[config.mk]
export PLATFORM = sky130hd
export DESIGN_NAME = sdram_arbit
export DESIGN_NICKNAME = d
export VERILOG_FILES = /design/src/rtl/sdram_arbit.sv
export SDC_FILE = /design/constraint.sdc
export NUM_CORES = 1
export LEC_CHECK = 0
export BUFFER_PORTS_ARGS = -buffer_cell sky130_fd_sc_hd__buf_4
export CORE_ASPECT_RATIO = 1.25
export CORE_MARGIN = 2
export CORE_UTILIZATION = 37
export DETAILED_ROUTE_END_ITERATION = 8
export PLACE_DENSITY = 0.92
export SETUP_SLACK_MARGIN = 0.1
export SLEW_MARGIN = 20
export SYNTH_ARGS = -nofsm -noshare
export SYNTH_HDL_FRONTEND = slang
export SYNTH_SLANG_ARGS = --single-unit
[constraint.sdc]
create_clock -name sys_clk -period 3.1 [get_ports sys_clk]
set_input_delay 0.31 -clock sys_clk [delete_from_list [all_inputs] [get_ports sys_clk]]
set_output_delay 0.31 -clock sys_clk [all_outputs]
set_load 0.05 [all_outputs]
[src/rtl/sdram_arbit.sv]
// sdram_arbit: SDRAM command arbiter (init pass-through, then refresh > write > read grants); define ARBIT_RR_EN for write/read round-robin
module sdram_arbit #(
    parameter logic [3:0] CMD_NOP = 4'b0111,
    parameter int         ADDR_W  = 13,
    parameter int         DATA_W  = 16
) (
    input  logic              sys_clk,
    input  logic              sys_rst,
    input  logic [3:0]        init_cmd,
    input  logic [1:0]        init_ba,
    input  logic [ADDR_W-1:0] init_addr,
    input  logic              init_end,
    input  logic              a_ref_req,
    input  logic              a_ref_end,
    input  logic [3:0]        a_ref_cmd,
    input  logic [1:0]        a_ref_ba,
    input  logic [ADDR_W-1:0] a_ref_addr,
    input  logic              wr_req,
    input  logic              wr_end,
    input  logic [3:0]        wr_cmd,
    input  logic [1:0]        wr_ba,
    input  logic [ADDR_W-1:0] wr_addr,
    input  logic [DATA_W-1:0] wr_data,
    input  logic              wr_sdram_en,
    input  logic              rd_req,
    input  logic              rd_end,
    input  logic [3:0]        rd_cmd,
    input  logic [1:0]        rd_ba,
    input  logic [ADDR_W-1:0] rd_addr,
    output logic              a_ref_en,
    output logic              wr_en,
    output logic              rd_en,
    output logic              sdram_cke,
    output logic              sdram_cs_n,
    output logic              sdram_ras_n,
    output logic              sdram_cas_n,
    output logic              sdram_we_n,
    output logic [1:0]        sdram_ba,
    output logic [ADDR_W-1:0] sdram_addr,
    output logic [DATA_W-1:0] sdram_dq_out,
    output logic              sdram_dq_oe
);
    typedef enum logic [2:0] {IDLE, ARBIT, A_REF, WRITE, READ} state_t;
    state_t            r_state;
    logic              r_a_ref_en, r_wr_en, r_rd_en;
    logic              w_wr_win;
    logic [3:0]        w_cmd;
    logic [1:0]        w_ba;
    logic [ADDR_W-1:0] w_addr;
`ifdef ARBIT_RR_EN
    logic r_rd_last;
    // remember whether read (1) or write (0) took the most recent data grant
    always_ff @(posedge sys_clk) begin
        if (sys_rst)
            r_rd_last <= 1'b1;
        else if (r_state == ARBIT && !a_ref_req && (wr_req || rd_req))
            r_rd_last <= !w_wr_win;
    end
    assign w_wr_win = wr_req && (!rd_req || r_rd_last);
`else
    assign w_wr_win = wr_req;
`endif
    // grant FSM: refresh first, then write/read; enables registered alongside state
    always_ff @(posedge sys_clk) begin
        if (sys_rst) begin
            r_state    <= IDLE;
            r_a_ref_en <= 1'b0;
            r_wr_en    <= 1'b0;
            r_rd_en    <= 1'b0;
        end else begin
            case (r_state)
                IDLE:  if (init_end) r_state <= ARBIT;
                ARBIT: begin
                    if (a_ref_req) begin
                        r_state    <= A_REF;
                        r_a_ref_en <= 1'b1;
                    end else if (w_wr_win) begin
                        r_state <= WRITE;
                        r_wr_en <= 1'b1;
                    end else if (rd_req) begin
                        r_state <= READ;
                        r_rd_en <= 1'b1;
                    end
                end
                A_REF: if (a_ref_end) begin
                    r_state    <= ARBIT;
                    r_a_ref_en <= 1'b0;
                end
                WRITE: if (wr_end) begin
                    r_state <= ARBIT;
                    r_wr_en <= 1'b0;
                end
                READ:  if (rd_end) begin
                    r_state <= ARBIT;
                    r_rd_en <= 1'b0;
                end
                default: r_state <= IDLE;
            endcase
        end
    end
    // pin mux follows the current owner directly from state
    always_comb begin
        w_cmd  = (r_state == A_REF) ? a_ref_cmd  : (r_state == WRITE) ? wr_cmd  : (r_state == READ) ? rd_cmd  : (r_state == ARBIT) ? CMD_NOP : init_cmd;
        w_ba   = (r_state == A_REF) ? a_ref_ba   : (r_state == WRITE) ? wr_ba   : (r_state == READ) ? rd_ba   : (r_state == ARBIT) ? 2'b11   : init_ba;
        w_addr = (r_state == A_REF) ? a_ref_addr : (r_state == WRITE) ? wr_addr : (r_state == READ) ? rd_addr : (r_state == ARBIT) ? '1      : init_addr;
    end
    assign {sdram_cs_n, sdram_ras_n, sdram_cas_n, sdram_we_n} = w_cmd;
    assign sdram_ba     = w_ba;
    assign sdram_addr   = w_addr;
    assign sdram_cke    = 1'b1;
    assign sdram_dq_out = wr_data;
    assign sdram_dq_oe  = wr_sdram_en && (r_state == WRITE);
    assign a_ref_en     = r_a_ref_en;
    assign wr_en        = r_wr_en;
    assign rd_en        = r_rd_en;
endmodule

== Yosys cells after proc, flatten, opt, wreduce, memory -nomap -nowiden ==
Cells that the tools add are included.
Word-level totals
  output and inout port bits: 40
  register bits: 6
  word-level logic and storage cells: 59
  input bits: 102
Operators by class
  reduce and logical (&&, ||, !) cells: 9
  eq/ne operators: 14
  multiplexer cells: 32
Operators with widths (number)
  $mux W13: 4
  $mux W3: 7
  $ne A2 B2 Y1 const B: 9
  $mux W4: 4
  $pmux W3 S5: 1
  $reduce_and A5 Y1: 2
  $mux W1: 9
  $mux W2: 4
  $eq A3 B2 Y1 const B: 2
  $pmux W1 S2: 3
  $reduce_bool A2 Y1: 3
  $ne A4 B4 Y1 const B: 1
  $reduce_and A4 Y1: 1
  $eq A3 B1 Y1 const B: 1
  $eq A3 B3 Y1 const B: 1
  $logic_not A3 Y1: 1
  $reduce_and A3 Y1: 1
  $logic_and A1 B1 Y1: 1

== Depth between registers and ports, before layout ==
Gate-level depths: netlist of run 1.
  depth after elaboration: 5
  gate-level depth with buffers: 5
  gate-level depth less buffers: 3

== Least setup slack after synthesis of run 1 ==
OpenSTA, ideal clock, no wires.
  path kind: register -> output
  start: reg r_state[0]
  end: out sdram_addr[5]
  data required time: 2790 ps
  stages on the path, launching flop included: 5
  setup slack: 177 ps
  arrival time: 2613 ps
  buffers on the path: 2
  cell sequence: dfxtp_1 -> buf_4 -> buf_2 -> a21oi_1 -> o311ai_0
On the way
  longest elaborated chain between the ends: 5
  elaborated cells between the ends (all ways): 8
  classes of those cells: eq/ne (4); mux (4)
Ends and longest elaborated chain
  from (decl): line 44  | state_t r_state;
  from (signal assigned): line 66  | r_state <= IDLE;
  from (signal assigned): line 72  | IDLE: if (init_end) r_state <= ARBIT;
  from (signal assigned): line 75  | r_state <= A_REF;
  $eq A3 B1 Y1: line 105  | w_addr = (r_state == A_REF) ? a_ref_addr : (r_state == WRITE) ? wr_addr : (r_state == READ) ? rd_addr : (r_sta ...
  $mux W13 (3 in series): line 105
  $mux W13 *: line 105
  to (decl): line 39  | output logic [ADDR_W-1:0] sdram_addr,
Mark *: on every way between the ends. The rest lies on a longest branch, timed or not.

== Final worst setup path of run 1 ==
  start: reg r_state[0]
  end: out sdram_ba[1]
On the way
  longest elaborated chain between the ends: 5
  elaborated cells between the ends (all ways): 8
  classes of those cells: eq/ne (4); mux (4)
Ends and longest elaborated chain
  $eq A3 B1 Y1: line 104  | w_ba = (r_state == A_REF) ? a_ref_ba : (r_state == WRITE) ? wr_ba : (r_state == READ) ? rd_ba : (r_state == AR ...
  $mux W2 (3 in series): line 104
  $mux W2 *: line 104
  to (decl): line 38  | output logic [1:0] sdram_ba,
Marked as above.

==> impl_results.md, run 1 <==
- Max VDD drop: 369 uV
- Layout cell share with drive strength beyond 1: 43.8%
- Hold Crit Start: sys_rst
- Synth top area share: 11.7%
- Worst reg2reg startpoint: r_state[0]$_SDFFE_PP0P_
- Largest net degree at the start of global routing: 36
- Remaining DRCs: 0
- Area delta synth->final: 54.3%
- Drt total wl: 4.61 mm
- RSZ-0062 raised after global routing: false
- Slew @ Worst Pin: 0.942 ns
- Clock sink count: 6
- Per-cell routed wire length: 14.8 um
- Mapped Avg Cell Area: 6.57 sq um
- HP Class: in2reg
- Slew headroom: 37.1%
- Ys flop type: dfxtp_1
- Worst-path fanout max: 27
- Status: finished clean
- Fin. max-slew vios: 0
- Initial antenna violation count: 0
- Dpl cell area: 1930 sq um
- Top cells by area, synth: buf_4 12%, o211ai_1 11%, dfxtp_1 9.4%, or3_1 9.3%, a21oi_1 9.0%
- Vias: 1,747
- Top-count cell post-synth: nand2_1
- Synth Warn #: 0
- Num rows: 23
- CTS Buf Count: 3
- CP arrival: 2.22 ns
- Clock skew: 0.00319 ns
- Clk Latency, worst-skew pair: 0.23 ns
- R2r endpoint: r_state[0]$_SDFFE_PP0P_
- Port Buffers: 108
- Initial Util: 39.4%
- Worst Hold Path EP: r_state[2]$_SDFFE_PP0P_
- Cell accounting for the most synthesized area: buf_4
- Final Hold Vio Count: 0
- Die Wd: 56.6 um
- Worst endpoint required time: 2.79 ns
- Global Route Usage Sum: 22.8%
- Syn_nets: 297
- Post-route setup TNS: 0 ns
- Vias in the first global route: 1,671
- Design Area, Final: 1980 sq um
- R2R setup slack: 0.91 ns
- Hold path cells: 2
- RePlAce Congestion: 0.769
- CP Class: reg2out
- EDFF count, synth: 0
- Max Cap Viol: 0
- Final min period: 2.53 ns
- Yosys reg bits: 6
- 1st-pass router iterations: 5
- N_diodes: 0
- Synth async-reset ratio: 0%
- Final ANT Viol Nets: 0
- Final net count: 378
- Max frequency: 396 MHz
- Pwr dens: 547 nW/um^2
- CTS tree: built
- Netlist Area Pre-Place: 1280 sq um
- Core Footprint: 3250 sq um
- Total grt overflow: 0
- H-Tree Level Count: 1
- Avg Vias per Cell: 5.62
- Post-Synthesis Cells: 195
- Reg clk slew, reported paths: 0.04 ns
- Initial DRC count: 102
- Post-DP HPWL: 3.38 mm
- Reg2reg path depth: 4
- CTS root buf: clkbuf_8
- P_leak: 0.865 nW
- Critical Path Source Type: flop
- Synth unique cells: 37
- Worst Setup End Kind: output pin
- Die H: 69.8 um
- Setup crit start: r_state[0]$_SDFFE_PP0P_
- Global-route wire length before repair: 7.53 mm
- Die area: 3950 sq um
- Seq/Total Area, Yosys: 9.38%
- Final setup viols: 0
- Commonest cells in the netlist: 25 x nand2_1, 23 x a21oi_1, 22 x nor2_1
- Final Cycle Share: 81.6%
- CTS Buffer Depth: 2
- Io pins: 142
==> routing by layer <==
metal | wire (um) | GRT usage [%] | up-vias
met2 | 2500 | 42.8 | 71
li1 | - | - | 874
met5 | 0 | 0 | -
met1 | 1760 | 26.9 | 794
met4 | 55 | 5.82 | 0
met3 | 294 | 1.87 | 8
==> kinds of logic after synthesis <==
logic type             after synthesis  synth area share (%)
buffers and inverters               40                  19.3
flip-flops                           6                  9.38
AND/OR/NAND/NOR                     76                  30.7
other                                1                 0.293
multiplexers                         1                 0.781
AO/OA/AOI/OAI                       71                  39.6
==> how the worst max path moves through the flow <==
stage,end
floorplan,sdram_addr[5]
global placement,sdram_addr[1]
detailed placement,sdram_addr[6]
CTS,sdram_addr[6]
global route,sdram_addr[1]
finish,sdram_ba[1]
==> cell usage in the layout (no fill, tap or decap) <==
cell and n:
nor2_1 22, a211o_1 1, nand2b_1 1, a221oi_2 1, or3_1 19, a31oi_1 1, nor3b_4 2, nor2b_1 1
buf_4 111, nand3b_1 1, nor2_4 1, a21oi_1 23, or3b_1 1, o311ai_0 8, a41o_1 1, mux2i_1 1
o211ai_1 18, clkinvlp_4 1, a211oi_1 1, inv_1 4, a221o_1 1, nand2_1 25, o21ai_1 1, o311ai_1 9
o21a_1 1, and4_1 1, clkbuf_8 3, a22oi_1 1, nand3_1 1, dfxtp_1 6, a311oi_1 1, or2_2 1
o221a_1 1, conb_1 1, o21ai_0 2
==> through the flow <==
step / std cells / power, W / worst slack, ns / utilization [%] / hold slack (ns)
finish: 311 / 0.00108 / 0.572 / 60.8 / 0.293
global route: 311 / 0.00114 / 0.352 / 60.8 / 0.301
global placement: 308 / 0.000946 / 0.738 / 59.4 / 0.474
detailed placement: 308 / 0.000957 / 0.615 / 59.4 / 0.473
CTS: 311 / 0.00108 / 0.370 / 60.7 / 0.295
floorplan: 195 / 0.000766 / 0.177 / - / 0.376
==> registers in the layout, indices dropped and copies added (netlist names) <==
| name | flops |
|---|---|
| a_ref_en | 1 |
| wr_en | 1 |
| rd_en | 1 |
| r_state | 3 |
==> report_power, final <==
part           total (W)  switching, W  internal [W]
combinational   0.000829      0.000529      0.000301
clock           0.000123     0.0000388     0.0000839
sequential      0.000130     0.0000421     0.0000875
total            0.00108      0.000610      0.000472
==> repair_timing <==
item,CTS,global route
buffers inserted,0,0
hold buffers,0,0
setup endpoints to repair,0,10
gates resized for setup,0,1
==> critical path, cell delays in order, from the launching register on <==
cell and delay, ns:
dfxtp_1 0.93, buf_4 0.38, a21oi_1 0.07, o311ai_1 0.34, buf_4 0.26
==> layout make-up <==
class                           instances  area (sq um)
Multi-Input combinational cell        149           913
Fill cell                             309          1270
Clock buffer                            3          41.3
Timing Repair Buffer                  111           833
Tap cell                               37          46.3
Inverter                                5          22.5
Sequential cell                         6           120
No activity file was read; power rests on OpenSTA's default activity.
==> inputs of run 2 (changes only) <==
CORE_UTILIZATION = 35   (was 37)
PLACE_DENSITY = 0.88   (was 0.92)
clock period = 2.5 ns   (was 3.1 ns; I/O delays follow)
==> run 2 against run 1 <==
Against the previous run: utilization fell by 3.4 points; count of clock-buffer cells in the layout stayed put; combinational power rose by 29%; first-iteration DRC count is 39% lower; die area is 5.3% higher; critical path type unchanged; highest routed layer unchanged.
==> impl_results.md, run 2 (synthesis gave the netlist of run 1 again) <==
- CP arrival: 1.93 ns (-0.29 ns)
- CP Class: reg2out
- Max frequency: 459 MHz
- Final setup viols: 0 (unchanged)
- Max Cap Viol: 0 (unchanged)
- Reg clk slew, reported paths: 0.04 ns (about the same)
- CTS root buf: clkbuf_8
- Multi-input logic area: 913 sq um (unchanged)
- Post-DP HPWL: 3.40 mm (+0.75%)
- Clock skew: 0.00216 ns (-0.00104 ns)
- Vias in the first global route: 1,708 (+2.2%)
- Worst Setup End Kind: output pin
- Die area: 4160 sq um (+5.3%)
- Core Footprint: 3480 sq um (+7.1%)
- Most common cell after layout, fill and taps aside: buf_4
- Vias: 1,779 (+1.8%)
- Port Buffers: 108 (unchanged)
- Worst endpoint required time: 2.25 ns (-0.54 ns)
- H-Tree Level Count: 1 (unchanged)
- Post-CTS resize count: 1 (+1)
- Leading cell types in the layout, fill and taps excluded: 114 x buf_4, 25 x nand2_1, 23 x a21oi_1
- RSZ-0062 raised after global routing: false
- Clk Latency, worst-skew pair: 0.23 ns (about the same)
- Final min period: 2.18 ns
- Clock sink count: 6 (unchanged)
- 1st-pass router iterations: 4 (-1)
- Global Route Usage Sum: 21.0% (-1.8 points)
- HP Class: in2reg
- Post-route setup slack: 0.323 ns (-0.249 ns)
- Largest register FFs: 3 (unchanged)
- Pwr dens: 680 nW/um^2 (+24%)
- Post-CTS setup buffers: 0 (unchanged)
- Per-cell routed wire length: 14.0 um (-5.4%)
- Fin. max-slew vios: 0 (unchanged)
- Total grt overflow: 0 (unchanged)
- Initial antenna violation count: 0 (unchanged)
- Clock share of power: 11.3% (about the same)
- Sequential Area: 121 sq um (+1.0%)
- Num rows: 24 (+4.3%)
- Global-route wire length before repair: 7.13 mm (-5.4%)
- Area delta synth->final: 56.2%
- Slew headroom: 52.9% (+16 points)
- Internal cell power: 0.000603 W (+28%)
- Sw frac: 55.6% (-0.72 points)
- Drt total wl: 4.43 mm (-3.9%)
- Final net count: 381 (+0.79%)
- P_leak: 0.885 nW (+2.4%)
- Final ANT Viol Nets: 0 (unchanged)
- Layout cell share with drive strength beyond 1: 44.8% (+0.97 points)
- Initial Util: 36.8% (-2.6 points)
- CTS Buffer Depth: 2 (unchanged)
- Cts-stage hold buffer count: 0 (unchanged)
- NetSw: 0.000757 W (+24%)
- Logic pwr share: 78.5% (+1.8 points)
- Remaining DRCs: 0 (unchanged)
- Initial DRC count: 62 (-39%)
- Die H: 71.6 um (+2.7%)
- Io pins: 142 (unchanged)
- Largest net degree at the start of global routing: 36 (unchanged)
- Post-route setup TNS: 0 ns (unchanged)
- Max VDD drop: 529 uV (+43%)
- N_diodes: 0 (unchanged)
- CTS Buf Count: 3 (unchanged)
- Sequential share of power: 10.1% (-1.9 points)
- Final Hold Vio Count: 0 (unchanged)
- Worst-path fanout max: 17 (-37%)
- RePlAce Congestion: 0.779 (+1.3%)
- Critical Path Source Type: flop
- Slew @ Worst Pin: 0.706 ns (-0.235 ns)
- Avg Vias per Cell: 5.63 (+0.22%)
- CTS tree: built
- Final Cycle Share: 87.1%
- Die Wd: 58.1 um (+2.6%)
- Status: finished clean
- Filler Cell Count: 360 (+17%)
- Largest reg by FF count: r_state
- Placement Setup Slack: 0.309 ns (-0.307 ns)
run 2: cell type report:
cell class / count / area share, %
inverter: 5 / 1.00
sequential: 6 / 6.07
timing repair buffer: 114 / 42.8
multi-input combinational: 149 / 45.7
clock buffer: 3 / 2.06
tap: 39 / 2.44
run 2: metrics by stage:
step	hold WS, ns	power [W]	instances	util (%)	cell area, sq um
final	0.225	0.00136	316	57.4	2000
after global routing	0.238	0.00144	316	57.4	2000
after CTS	0.222	0.00137	316	57.4	2000
after detailed placement	0.464	0.00121	313	56.2	1960
after global placement	0.459	0.00120	313	56.2	1960
after floorplan	0.316	0.000960	195	-	1280
run 2: worst paths after layout:
check / start / end / slack, ns / depth (start not counted)
worst max-delay path: r_state[1]$_SDFFE_PP0P_ / sdram_addr[9] / 0.32 / 5
worst min-delay path: sys_rst / r_state[2]$_SDFFE_PP0P_ / 0.22 / 2
worst max register to register: r_state[2]$_SDFFE_PP0P_ / r_state[2]$_SDFFE_PP0P_ / 0.78 / 4
worst min register to register: rd_en$_SDFFE_PP0P_ / rd_en$_SDFFE_PP0P_ / 0.48 / 2
run 2: per-layer routing:
metal  global-route usage, %  up-vias  share of wire, %
li1                        -      875                 -
met1                    22.7      823                38
met2                    40.5       72                53
met3                    2.35        9               7.0
met4                    7.75        0               1.8
met5                       0        -                 0
run 2: worst max-delay path: stages, from the launching register on:
cell      delay, ns
dfxtp_1        0.32
buf_4          0.22
nor3b_4        0.64
nand2_1        0.13
o311ai_1       0.11
buf_4          0.26
run 2: power by group through the flow:
stage | clock network (W) | logic [W] | registers (W)
after floorplan | 0 | 0.000826 | 0.000134
after global placement | 0 | 0.00106 | 0.000140
after detailed placement | 0 | 0.00107 | 0.000139
after CTS | 0.000157 | 0.00107 | 0.000138
after global routing | 0.000159 | 0.00114 | 0.000141
final | 0.000154 | 0.00107 | 0.000138
